==> src/rtl/alu_operand_sequencer.sv <==
// Lab ALU front end: debounced button steps an FSM that loads A, B and the op select from switches.
// Loads show the cycle after the pulse; result/flags the cycle after EJECUTA. No backpressure: pulses in EJECUTA are dropped.
module alu_operand_sequencer #(
  parameter int ANCHO           = 3,
  parameter int DEBOUNCE_CYCLES = 4
) (
  input  logic             reloj,
  input  logic             reset_n,
  input  logic [ANCHO:0]   interruptores,
  input  logic             boton,
  input  logic [ANCHO:0]   resultado,
  input  logic             acarreo,
  output logic [ANCHO:0]   operandoA,
  output logic [ANCHO:0]   operandoB,
  output logic [3:0]       seleccion,
  output logic [ANCHO:0]   resultado_reg,
  output logic             bandera_cero,
  output logic             bandera_negativo,
  output logic             bandera_acarreo,
  output logic             bandera_error,
  output logic             valido,
  output logic [2:0]       estado
);

  localparam int CW = $clog2(DEBOUNCE_CYCLES + 1);
  localparam logic [CW-1:0] CNT_MAX = CW'(DEBOUNCE_CYCLES);

  typedef enum logic [2:0] {
    CARGA_A  = 3'd0,
    CARGA_B  = 3'd1,
    CARGA_OP = 3'd2,
    EJECUTA  = 3'd3,
    MUESTRA  = 3'd4
  } estado_t;

  // ---------------- button conditioning ----------------
  logic          sync1_q, sync2_q;
  logic          filt_q, filt_d;
  logic [CW-1:0] cnt_q, cnt_d;
  logic          prev_q;
  logic          pulsador_q, pulsador_d;

  always_ff @(posedge reloj or negedge reset_n) begin
    if (!reset_n) begin
      sync1_q    <= 1'b0;
      sync2_q    <= 1'b0;
      filt_q     <= 1'b0;
      cnt_q      <= '0;
      prev_q     <= 1'b0;
      pulsador_q <= 1'b0;
    end else begin
      sync1_q    <= boton;
      sync2_q    <= sync1_q;
      filt_q     <= filt_d;
      cnt_q      <= cnt_d;
      prev_q     <= filt_q;
      pulsador_q <= pulsador_d;
    end
  end

  // Filtered level flips only after DEBOUNCE_CYCLES consecutive disagreeing samples.
  always_comb begin
    filt_d = filt_q;
    cnt_d  = '0;
    if (sync2_q != filt_q) begin
      if (cnt_q + CW'(1) == CNT_MAX) begin
        filt_d = ~filt_q;
        cnt_d  = '0;
      end else begin
        cnt_d = cnt_q + CW'(1);
      end
    end
    pulsador_d = filt_q & ~prev_q;
  end

  // ---------------- sequencing FSM ----------------
  estado_t state_q, state_d;

  always_ff @(posedge reloj or negedge reset_n) begin
    if (!reset_n) state_q <= CARGA_A;
    else          state_q <= state_d;
  end

  always_comb begin
    state_d = state_q;
    case (state_q)
      CARGA_A:  if (pulsador_q) state_d = CARGA_B;
      CARGA_B:  if (pulsador_q) state_d = CARGA_OP;
      CARGA_OP: if (pulsador_q) state_d = EJECUTA;
      EJECUTA:                  state_d = MUESTRA;
      MUESTRA:  if (pulsador_q) state_d = CARGA_A;
      default:                  state_d = CARGA_A;
    endcase
  end

  // ---------------- operand / result registers ----------------
  logic [ANCHO:0] op_a_q, op_a_d, op_b_q, op_b_d, res_q, res_d;
  logic [3:0]     sel_q, sel_d;
  logic           cero_q, cero_d, neg_q, neg_d, carry_q, carry_d, err_q, err_d;
  logic           valido_q, valido_d;
  logic           err_c;
  logic [ANCHO:0] capt_c;

  always_comb begin
    op_a_d   = op_a_q;
    op_b_d   = op_b_q;
    sel_d    = sel_q;
    res_d    = res_q;
    cero_d   = cero_q;
    neg_d    = neg_q;
    carry_d  = carry_q;
    err_d    = err_q;
    valido_d = valido_q;

    err_c  = (sel_q > 4'b1001) ||
             (((sel_q == 4'b0011) || (sel_q == 4'b0100)) && (op_b_q == '0));
    capt_c = err_c ? '0 : resultado;

    case (state_q)
      CARGA_A:  if (pulsador_q) op_a_d = interruptores;
      CARGA_B:  if (pulsador_q) op_b_d = interruptores;
      CARGA_OP: if (pulsador_q) sel_d  = interruptores[3:0];
      EJECUTA: begin
        res_d    = capt_c;
        err_d    = err_c;
        cero_d   = (capt_c == '0);
        neg_d    = capt_c[ANCHO];
        carry_d  = ((sel_q == 4'b0000) || (sel_q == 4'b0001)) ? acarreo : 1'b0;
        valido_d = 1'b1;
      end
      MUESTRA:  if (pulsador_q) valido_d = 1'b0;
      default: ;
    endcase
  end

  always_ff @(posedge reloj or negedge reset_n) begin
    if (!reset_n) begin
      op_a_q   <= '0;
      op_b_q   <= '0;
      sel_q    <= '0;
      res_q    <= '0;
      cero_q   <= 1'b0;
      neg_q    <= 1'b0;
      carry_q  <= 1'b0;
      err_q    <= 1'b0;
      valido_q <= 1'b0;
    end else begin
      op_a_q   <= op_a_d;
      op_b_q   <= op_b_d;
      sel_q    <= sel_d;
      res_q    <= res_d;
      cero_q   <= cero_d;
      neg_q    <= neg_d;
      carry_q  <= carry_d;
      err_q    <= err_d;
      valido_q <= valido_d;
    end
  end

  assign operandoA        = op_a_q;
  assign operandoB        = op_b_q;
  assign seleccion        = sel_q;
  assign resultado_reg    = res_q;
  assign bandera_cero     = cero_q;
  assign bandera_negativo = neg_q;
  assign bandera_acarreo  = carry_q;
  assign bandera_error    = err_q;
  assign valido           = valido_q;
  assign estado           = state_q;

endmodule

==> config.mk <==
export PLATFORM = sky130hd
export DESIGN_NAME = alu_operand_sequencer
export DESIGN_NICKNAME = d
export VERILOG_FILES = /design/src/rtl/alu_operand_sequencer.sv
export SDC_FILE = /design/constraint.sdc
export NUM_CORES = 1
export LEC_CHECK = 0
export BUFFER_PORTS_ARGS = -buffer_cell sky130_fd_sc_hd__buf_2
export CAP_MARGIN = 30
export CORE_ASPECT_RATIO = 1.75
export CORE_MARGIN = 5
export CORE_UTILIZATION = 51
export DETAILED_ROUTE_END_ITERATION = 16
export PLACE_DENSITY_LB_ADDON = 0.12
export SETUP_SLACK_MARGIN = 0.3
export SYNTH_ARGS = -nofsm -noshare
export SYNTH_HDL_FRONTEND = slang
export SYNTH_SLANG_ARGS = --single-unit
==> constraint.sdc <==
create_clock -name reloj -period 1.4 [get_ports reloj]
set_input_delay 0.07 -clock reloj [delete_from_list [all_inputs] [get_ports reloj]]
set_output_delay 0.07 -clock reloj [all_outputs]
set_load 0.03 [all_outputs]
==> results.ini, run 1 <==
[outcome]
status = finished clean

[floorplan]
fp.dieH_um = 77.53
start_util_pct = 53.31
num_rows = 24
die_x_um = 48.59
dieArea_um2 = 3767
core_um2 = 2492
io_pins = 36

[yosys]
synth-xor-area-share_pct = 1.318
syn_nets = 110
syn_avg_cell_area_um2 = 13.84
synthArstFlopShare_pct = 100.0
synth_commonest_cells = dfrtp_1, mux2_2, a21oi_1
synth_cell_types = 31
syn_inst = 96
synth_enable_flop_cells = 0
ys_ff_latch = 31
synth_simple_gate_area_share_pct = 15.35
synth_compound_gate_area_share_pct = 8.380
yosys.area_share.adder_pct = 1.883
synth_flop_cell = dfrtp_1
muxShareOfSynthArea_pct = 11.02
yosys-top-cells-area = dfrtp_1, mux2_2, nor3_4
yosysMostFrequentCell = dfrtp_1
yosys_warnings = 0
yosysTopAreaCellShare_pct = 58.38
seq_area_frac_synth_pct = 58.38
synth_top_family_by_area = simple AND/OR/NAND/NOR gates
synth_area_leader_cell = dfrtp_1
syn_area_um2 = 1329

[worst_setup_path]
cp_max_fo = 6
cp_data_arrival_time_ps = 1450
critPathRequiredTime_ps = 1570
r2r_start = estado[2]
reg2reg_setup_slack_ps = 120
worst_r2r_endpoint = operandoA[2]
worst_setup_path_end_kind = flip-flop
worstSetupPathType = flip-flop to flip-flop
worstRegToRegCells = 2
startpoint_type = flip-flop

[placement]
place_hpwl_um = 1966
port_buffers = 35
gp_congestion = 0.6790
placedCellCount = 155
pre_cts_slack_ps = 62.04

[global_routing]
grt_use_total_pct = 17.59
grt_pass1_vias = 1082
overflow = 0
grt_pass1_wl_um = 5154
grt_max_degree = 32
antenna_found_initial = 0

[hold_path]
min_path_cells = 2
hp-start = interruptores[2]
min_path_type = primary input to flip-flop
min_to = seleccion[2]

[power]
p_seq_share_pct = 33.7
internal-power_mw = 2.776
pwr-share-comb_pct = 46.5
vdd_ir_drop_max_v = 0.001719
p_sw_share_pct = 38.86
p_leak_nw = 0.9515
powerDensity_nw_per_um2 = 2331
power_switching_mw = 1.764
clockPowerShare_pct = 19.7

[layout]
drive_gt1_share_pct = 63.64
diodes = 0
areaGrowthSynthToFinish_pct = 46.61
final_cells = 180
nNetsFinal = 167

[routing]
ant_nets = 0
drt-pass1-iter-count = 4
route.detailed.drc = 0
wl_um = 3040
wl_per_cell_um = 16.89
detailedRoute.firstIterationViolations = 3
viasPerCell = 5.467
via_count = 984

[timing]
fmax_mhz = 783.2
final-setup-viol-count = 0
final.min_clock_period_ps = 1277
layout_setup_ws_ps = 123.1
clock_skew_ps = 5.950
hold_viol = 0
rsz0062_at_grt = yes
relSlewSlack_pct = 54.40
final_max_slew_viol_count = 0
fin_crit_sh_pct = 91.21
worst_slew_pin_slew_ps = 684.1

[clocking]
cts_max_level = 2
clock_path_buffers = 2
cts_made_buffers = 5
clk_pin_slew_ps = 60
cts_tree = done
clk_latency_ps = 280
cts_root_buffer = clkbuf_8
clock_sinks = 31

[flow_run]
cap_violations = 0

## area by class of cell
| type | count | area [µm²] |
|---|---|---|
| Sequential cell | 31 | 784.5 |
| Multi-Input combinational cell | 58 | 615.6 |
| Fill cell | 161 | 544.3 |
| Timing Repair Buffer | 54 | 384.1 |
| Clock buffer | 6 | 82.58 |
| Clock inverter | 2 | 35.03 |
| Tap cell | 26 | 32.53 |
| Inverter | 3 | 13.76 |
## what timing repair did
item,CTS,global route
endpoints found under the hold margin,32,0
setup buffers,12,3
pin swaps,9,13
resized for setup,18,19
endpoints found under the setup margin,24,28
hold buffers,2,0
## layer usage
metal  GRT usage, %  vias to the layer above  wire length, µm
met2          30.50                       28             1790
met5              0                        -                0
met4          9.704                        0               55
met1          19.24                      496             1037
li1               -                      454                -
met3          4.215                        6              155
## critical path: stages (launching register included)
cell	delay, ps
dfrtp_2	490
nor3_4	310
mux2_2	360
## cell families after synthesis
family	after synthesis
mux	13
compound gates	15
flops	31
buf+inv	7
xor+xnor	2
fa+ha+maj	2
simple gates	26
## how the worst max path moves through the flow
stage	start	endpoint	slack [ps]	depth (start not counted)
after detailed placement	pulsador_q	seleccion[2]	60	3
after CTS	estado[1]	seleccion[2]	110	4
after global routing	estado[0]	operandoB[2]	70	4
after global placement	estado[1]	operandoB[1]	80	3
final	estado[2]	operandoA[2]	120	2
after floorplan	estado[1]	operandoA[0]	-20	4
## placed cells by master (no fill, tap or decap), types with 4 or more instances in the layout
cell / Yosys / final
a32o_1: 4 / 4
clkbuf_8: 0 / 6
dfrtp_1: 31 / 24
mux2_4: 0 / 10
a21oi_1: 5 / 4
buf_4: 2 / 9
nand2_1: 4 / 4
nor3_4: 3 / 4
buf_2: 0 / 30
dfrtp_2: 0 / 7
buf_6: 2 / 13
## power groups by stage
| stage | combinational (mW) | sequential (mW) | clock [mW] |
|---|---|---|---|
| final | 2.11 | 1.53 | 0.896 |
| after global routing | 2.26 | 1.59 | 0.976 |
| after CTS | 1.96 | 1.50 | 0.923 |
| after detailed placement | 1.59 | 1.53 | 0 |
| after global placement | 1.56 | 1.51 | 0 |
| after floorplan | 0.779 | 1.93 | 0 |
## stage by stage
step / power, mW / setup TNS, ps / util [%] / hold WS [ps] / area [µm²]
2_1_floorplan: 2.712 / -169.9 / - / -225.6 / 1375
3_3_place_gp: 3.076 / 0 / 62.60 / 133.4 / 1560
3_5_place_dp: 3.120 / 0 / 62.60 / 142.9 / 1560
4_1_cts: 4.383 / 0 / 74.50 / 30.05 / 1857
5_1_grt: 4.822 / 0 / 78.16 / 55.03 / 1948
6_report: 4.541 / 0 / 78.16 / 53.64 / 1948
(Power assumes the default switching activity.)
==> run 2: changes to the inputs <==
- RECOVER_POWER: unset -> 50
==> run 2 against run 1 <==
  * Sequential share of layout area increased by 0.37 points
  * Power decreased by 0.95%
  * Setup slack worse by 3.4 ps
  * Critical path type unchanged
  * Largest cell class unchanged
  * Highest routed layer unchanged
==> results.ini, run 2 (same netlist as run 1, synthesis figures left out) <==
[outcome]
status = finished clean

[floorplan]
num_rows = 24
io_pins = 36
start_util_pct = 53.31
core_um2 = 2492
fp.dieH_um = 77.53
die_x_um = 48.59
dieArea_um2 = 3767

[routing]
ant_nets = 0
via_count = 981
drt-pass1-iter-count = 4
detailedRoute.firstIterationViolations = 3
wl_per_cell_um = 16.88
route.detailed.drc = 0
viasPerCell = 5.450
wl_um = 3038

[timing]
hold_viol = 0
worst_slew_pin_slew_ps = 753.9
fmax_mhz = 781.1
rsz0062_at_grt = yes
final.min_clock_period_ps = 1280
relSlewSlack_pct = 49.74
layout_setup_ws_ps = 119.8
final-setup-viol-count = 0
fin_tns_setup_ps = 0
fin_crit_sh_pct = 91.45
final_max_slew_viol_count = 0
clock_skew_ps = 6.015

[power]
powerDensity_nw_per_um2 = 2329
total_power_mw = 4.497
vdd_ir_drop_max_v = 0.001708
p_leak_nw = 0.9057

[worst_setup_path]
cp_data_arrival_time_ps = 1450
startpoint_type = flip-flop
cp_max_fo = 6
worstSetupPathType = flip-flop to flip-flop
worst_setup_path_end_kind = flip-flop
critPathRequiredTime_ps = 1570

[clocking]
clock_path_buffers = 2
clk_latency_ps = 280
cts_made_buffers = 5
clk_pin_slew_ps = 70
cts_root_buffer = clkbuf_8
cts_tree = done
clock_sinks = 31
cts_max_level = 2

[placement]
port_buffers = 35
pre_cts_slack_ps = 62.04
gp_congestion = 0.6790
place_hpwl_um = 1966

[layout]
drive_gt1_share_pct = 54.55
areaGrowthSynthToFinish_pct = 45.29
diodes = 0
fillers = 175
nNetsFinal = 167
most-common-layout-cells = dfrtp_1, buf_2, clkbuf_1
mostFrequentLayoutCell = dfrtp_1

[hold_path]
min_path_type = primary input to flip-flop

[global_routing]
grt_pass1_wl_um = 5154
grt_max_degree = 32
met1_usage_pct = 19.24
grt_use_met3_pct = 4.215
antenna_found_initial = 0
overflow = 0
grt_pass1_vias = 1082
use_met2_pct = 30.50
grt_use_total_pct = 17.59
busiest_layer = met2

[flow_run]
cap_violations = 0

## run 2: what timing repair did
action	4_1_cts	5_1_grt
gates resized for setup	18	19
endpoints found under the hold margin	32	0
setup endpoints to repair	24	28
buffers inserted	12	3
hold buffers	2	0
pin swaps	9	13
## run 2: final cells by class
type,instances,area [µm²],share of cell area [%]
Clock buffer,6,82.58,4.277
Multi-Input combinational cell,58,615.6,31.89
Inverter,3,13.76,0.7129
Sequential cell,31,784.5,40.64
Clock inverter,2,35.03,1.815
Timing Repair Buffer,54,366.6,18.99
Tap cell,26,32.53,1.685
## run 2: layer usage
metal  routed length [µm]  part of all wire (%)
met1                 1038                    34
met2                 1784                    59
met3                  160                   5.3
met4                   55                   1.8
met5                    0                     0
## run 2: power breakdown
part | switching [mW] | internal (mW)
sequential | 0.311 | 1.22
clock | 0.322 | 0.575
combinational | 1.13 | 0.931
## run 2: path summary, 6_finish.rpt
path	from	to	slack, ps	depth (start not counted)
max in group asynchronous	reset_n	estado[1]	480	2
worst min register to register	sync1_q	sync2_q	360	0
min in group asynchronous	reset_n	bandera_cero	390	2
worst max-delay path	estado[2]	operandoA[2]	120	2
worst max register to register	estado[2]	operandoA[2]	120	2
worst min-delay path	interruptores[2]	seleccion[2]	50	2
## run 2: critical path, stage by stage, from the launching register on
cell     delay, ps
dfrtp_2        490
nor3_4         310
mux2_2         360
## run 2: per-stage QoR
step	cells	hold slack (ps)	instance area [µm²]	utilization [%]
4_1_cts	177	30.05	1857	74.50
3_3_place_gp	155	133.4	1560	62.60
5_1_grt	180	55.03	1931	77.46
2_1_floorplan	96	-225.6	1375	-
6_report	180	53.17	1931	77.46
3_5_place_dp	155	142.9	1560	62.60
==> run 3: changes to the inputs <==
- ABC_AREA: unset -> 1
- CORE_UTILIZATION: 51 -> 50
==> run 3 against run 2 <==
  * Sequential share of layout area grew 4.3 points
  * Combinational power shrank 15%
  * Sequential cell count is the same
  * Final cell count grew 21%
  * Setup slack gained 81 ps
  * Register-to-register slack gained 80 ps
  * Final area shrank 9.7%
  * Highest routed layer unchanged
==> results.ini, run 3 <==
[outcome]
status = finished clean

[floorplan]
dieArea_um2 = 3651
io_pins = 36
core_um2 = 2462
die_x_um = 47.87
fp.dieH_um = 76.28
start_util_pct = 50.97
num_rows = 24

[power]
total_power_mw = 3.944
p_leak_nw = 0.8738
powerDensity_nw_per_um2 = 2261
vdd_ir_drop_max_v = 0.001138

[yosys]
synthArstFlopShare_pct = 100.0
synth_area_leader_cell = dfrtp_1
synth_cell_types = 17
synth_commonest_cells = nand2_1, dfrtp_1, o21ai_0
synth_enable_flop_cells = 0
syn_avg_cell_area_um2 = 9.296
synth_flop_cell = dfrtp_1
syn_area_um2 = 1255
yosysMostFrequentCell = nand2_1
yosys_warnings = 0
ys_ff_latch = 31
syn_nets = 149
seq_area_frac_synth_pct = 61.81
yosysTopAreaCellShare_pct = 61.81
syn_inst = 135
yosys-top-cells-area = dfrtp_1, nand2_1, o21ai_0

[routing]
drt-pass1-iter-count = 3
via_count = 1081
ant_nets = 0
wl_per_cell_um = 12.25
wl_um = 2671
detailedRoute.firstIterationViolations = 29
route.detailed.drc = 0
viasPerCell = 4.959

[timing]
worst_slew_pin_slew_ps = 728.1
final_max_slew_viol_count = 0
fin_tns_setup_ps = 0
relSlewSlack_pct = 51.46
whs_ps = 59.22
fin_crit_sh_pct = 85.64
hold_viol = 0
rsz0062_at_grt = yes
fmax_mhz = 834.0
final-setup-viol-count = 0
layout_setup_ws_ps = 201.0
clock_skew_ps = 5.683
final.min_clock_period_ps = 1199

[clocking]
clk_pin_slew_ps = 60
clk_latency_ps = 280
cts_max_level = 2
cts_made_buffers = 5
clock_sinks = 31
clock_path_buffers = 2
cts_root_buffer = clkbuf_8
cts_tree = done

[worst_setup_path]
crit_path_top_delay_cell = dfrtp_2
cpMostUsedCell = nand2_1
critPathRequiredTime_ps = 1620
worstSetupPathType = flip-flop to flip-flop
startpoint_type = flip-flop
cp_cell_sequence = inv_2 > nor3_4 > inv_2 > or2_0 > nand2_1 > nand2_1 > nand2_1
slowest_delay_ps = 400
worst_setup_path_end_kind = flip-flop
cp_data_arrival_time_ps = 1410
cp_max_fo = 4

[placement]
port_buffers = 35
pre_cts_slack_ps = 107.2
place_hpwl_um = 1925
placedCellCount = 195
gp_congestion = 0.7403

[layout]
areaGrowthSynthToFinish_pct = 38.98
nNetsFinal = 205
most-common-layout-cells = nand2_1, dfrtp_1, buf_2
mostFrequentLayoutCell = nand2_1
drive_gt1_share_pct = 39.06
diodes = 0
final_cells = 218

[global_routing]
grt_max_degree = 32
grt_use_total_pct = 17.40
overflow = 0
antenna_found_initial = 0
grt_pass1_vias = 1113
grt_pass1_wl_um = 4650

[hold_path]
min_path_type = primary input to flip-flop

[flow_run]
cap_violations = 0

run 3: final timing paths:
kind / end / cells after the start / start / slack, ps
min in group asynchronous: operandoB[2] / 2 / reset_n / 380
max in group asynchronous: estado[0] / 2 / reset_n / 510
worst max-delay path: bandera_cero / 7 / estado[0] / 200
worst max register to register: bandera_cero / 7 / estado[0] / 200
worst min-delay path: bandera_acarreo / 3 / acarreo / 60
worst min register to register: sync2_q / 0 / sync1_q / 360
run 3: final cells by class:
cell class,count,area [µm²]
Tap cell,26,32.53
Inverter,15,56.30
Sequential cell,31,784.5
Clock inverter,2,12.51
Multi-Input combinational cell,87,486.7
Timing Repair Buffer,51,299.0
Fill cell,202,718.2
Clock buffer,6,72.57
run 3: logic make-up after synthesis:
| logic type | after synthesis | synth area share [%] |
|---|---|---|
| AO/OA/AOI/OAI | 20 | 8.475 |
| XOR/XNOR | 2 | 1.396 |
| adder cells (fa/ha/maj) | 2 | 1.994 |
| buffers and inverters | 17 | 5.484 |
| flip-flops | 31 | 61.81 |
| AND/OR/NAND/NOR | 63 | 20.84 |
run 3: repair_timing:
item | 4_1_cts | 5_1_grt
hold endpoints to repair | 32 | 0
gates cloned | 1 | 0
setup endpoints to repair | 22 | 22
resized for setup | 16 | 22
buffers inserted | 4 | 8
hold buffers | 2 | 0
pin swaps | 6 | 7
run 3: worst max-delay path: cells and delay by family (launching register included):
| kind | cells | cell delay, ps |
|---|---|---|
| simple gates | 5 | 600 |
| buf+inv | 2 | 120 |
| flops | 1 | 400 |
run 3: per-layer routing:
metal / track usage, % / up-vias / wire [µm] / share of wire, %
met1: 19.10 / 505 / 965 / 36
met5: 0 / - / 0 / 0
met3: 5.674 / 7 / 173 / 6.5
li1: - / 541 / - / -
met4: 7.547 / 0 / 54 / 2.0
met2: 28.65 / 28 / 1477 / 55
run 3: power breakdown:
| part | switching [mW] | total (mW) | internal [mW] | leakage [nW] |
|---|---|---|---|---|
| clock network | 0.314 | 0.660 | 0.346 | 0.0412 |
| registers | 0.273 | 1.53 | 1.25 | 0.358 |
| logic | 1.16 | 1.76 | 0.598 | 0.474 |
run 3: through the flow:
stage / cell area, µm² / utilization (%)
after floorplan: 1269 / -
after global placement: 1471 / 59.76
after detailed placement: 1471 / 59.76
after CTS: 1659 / 67.38
after global routing: 1744 / 70.83
final: 1744 / 70.83
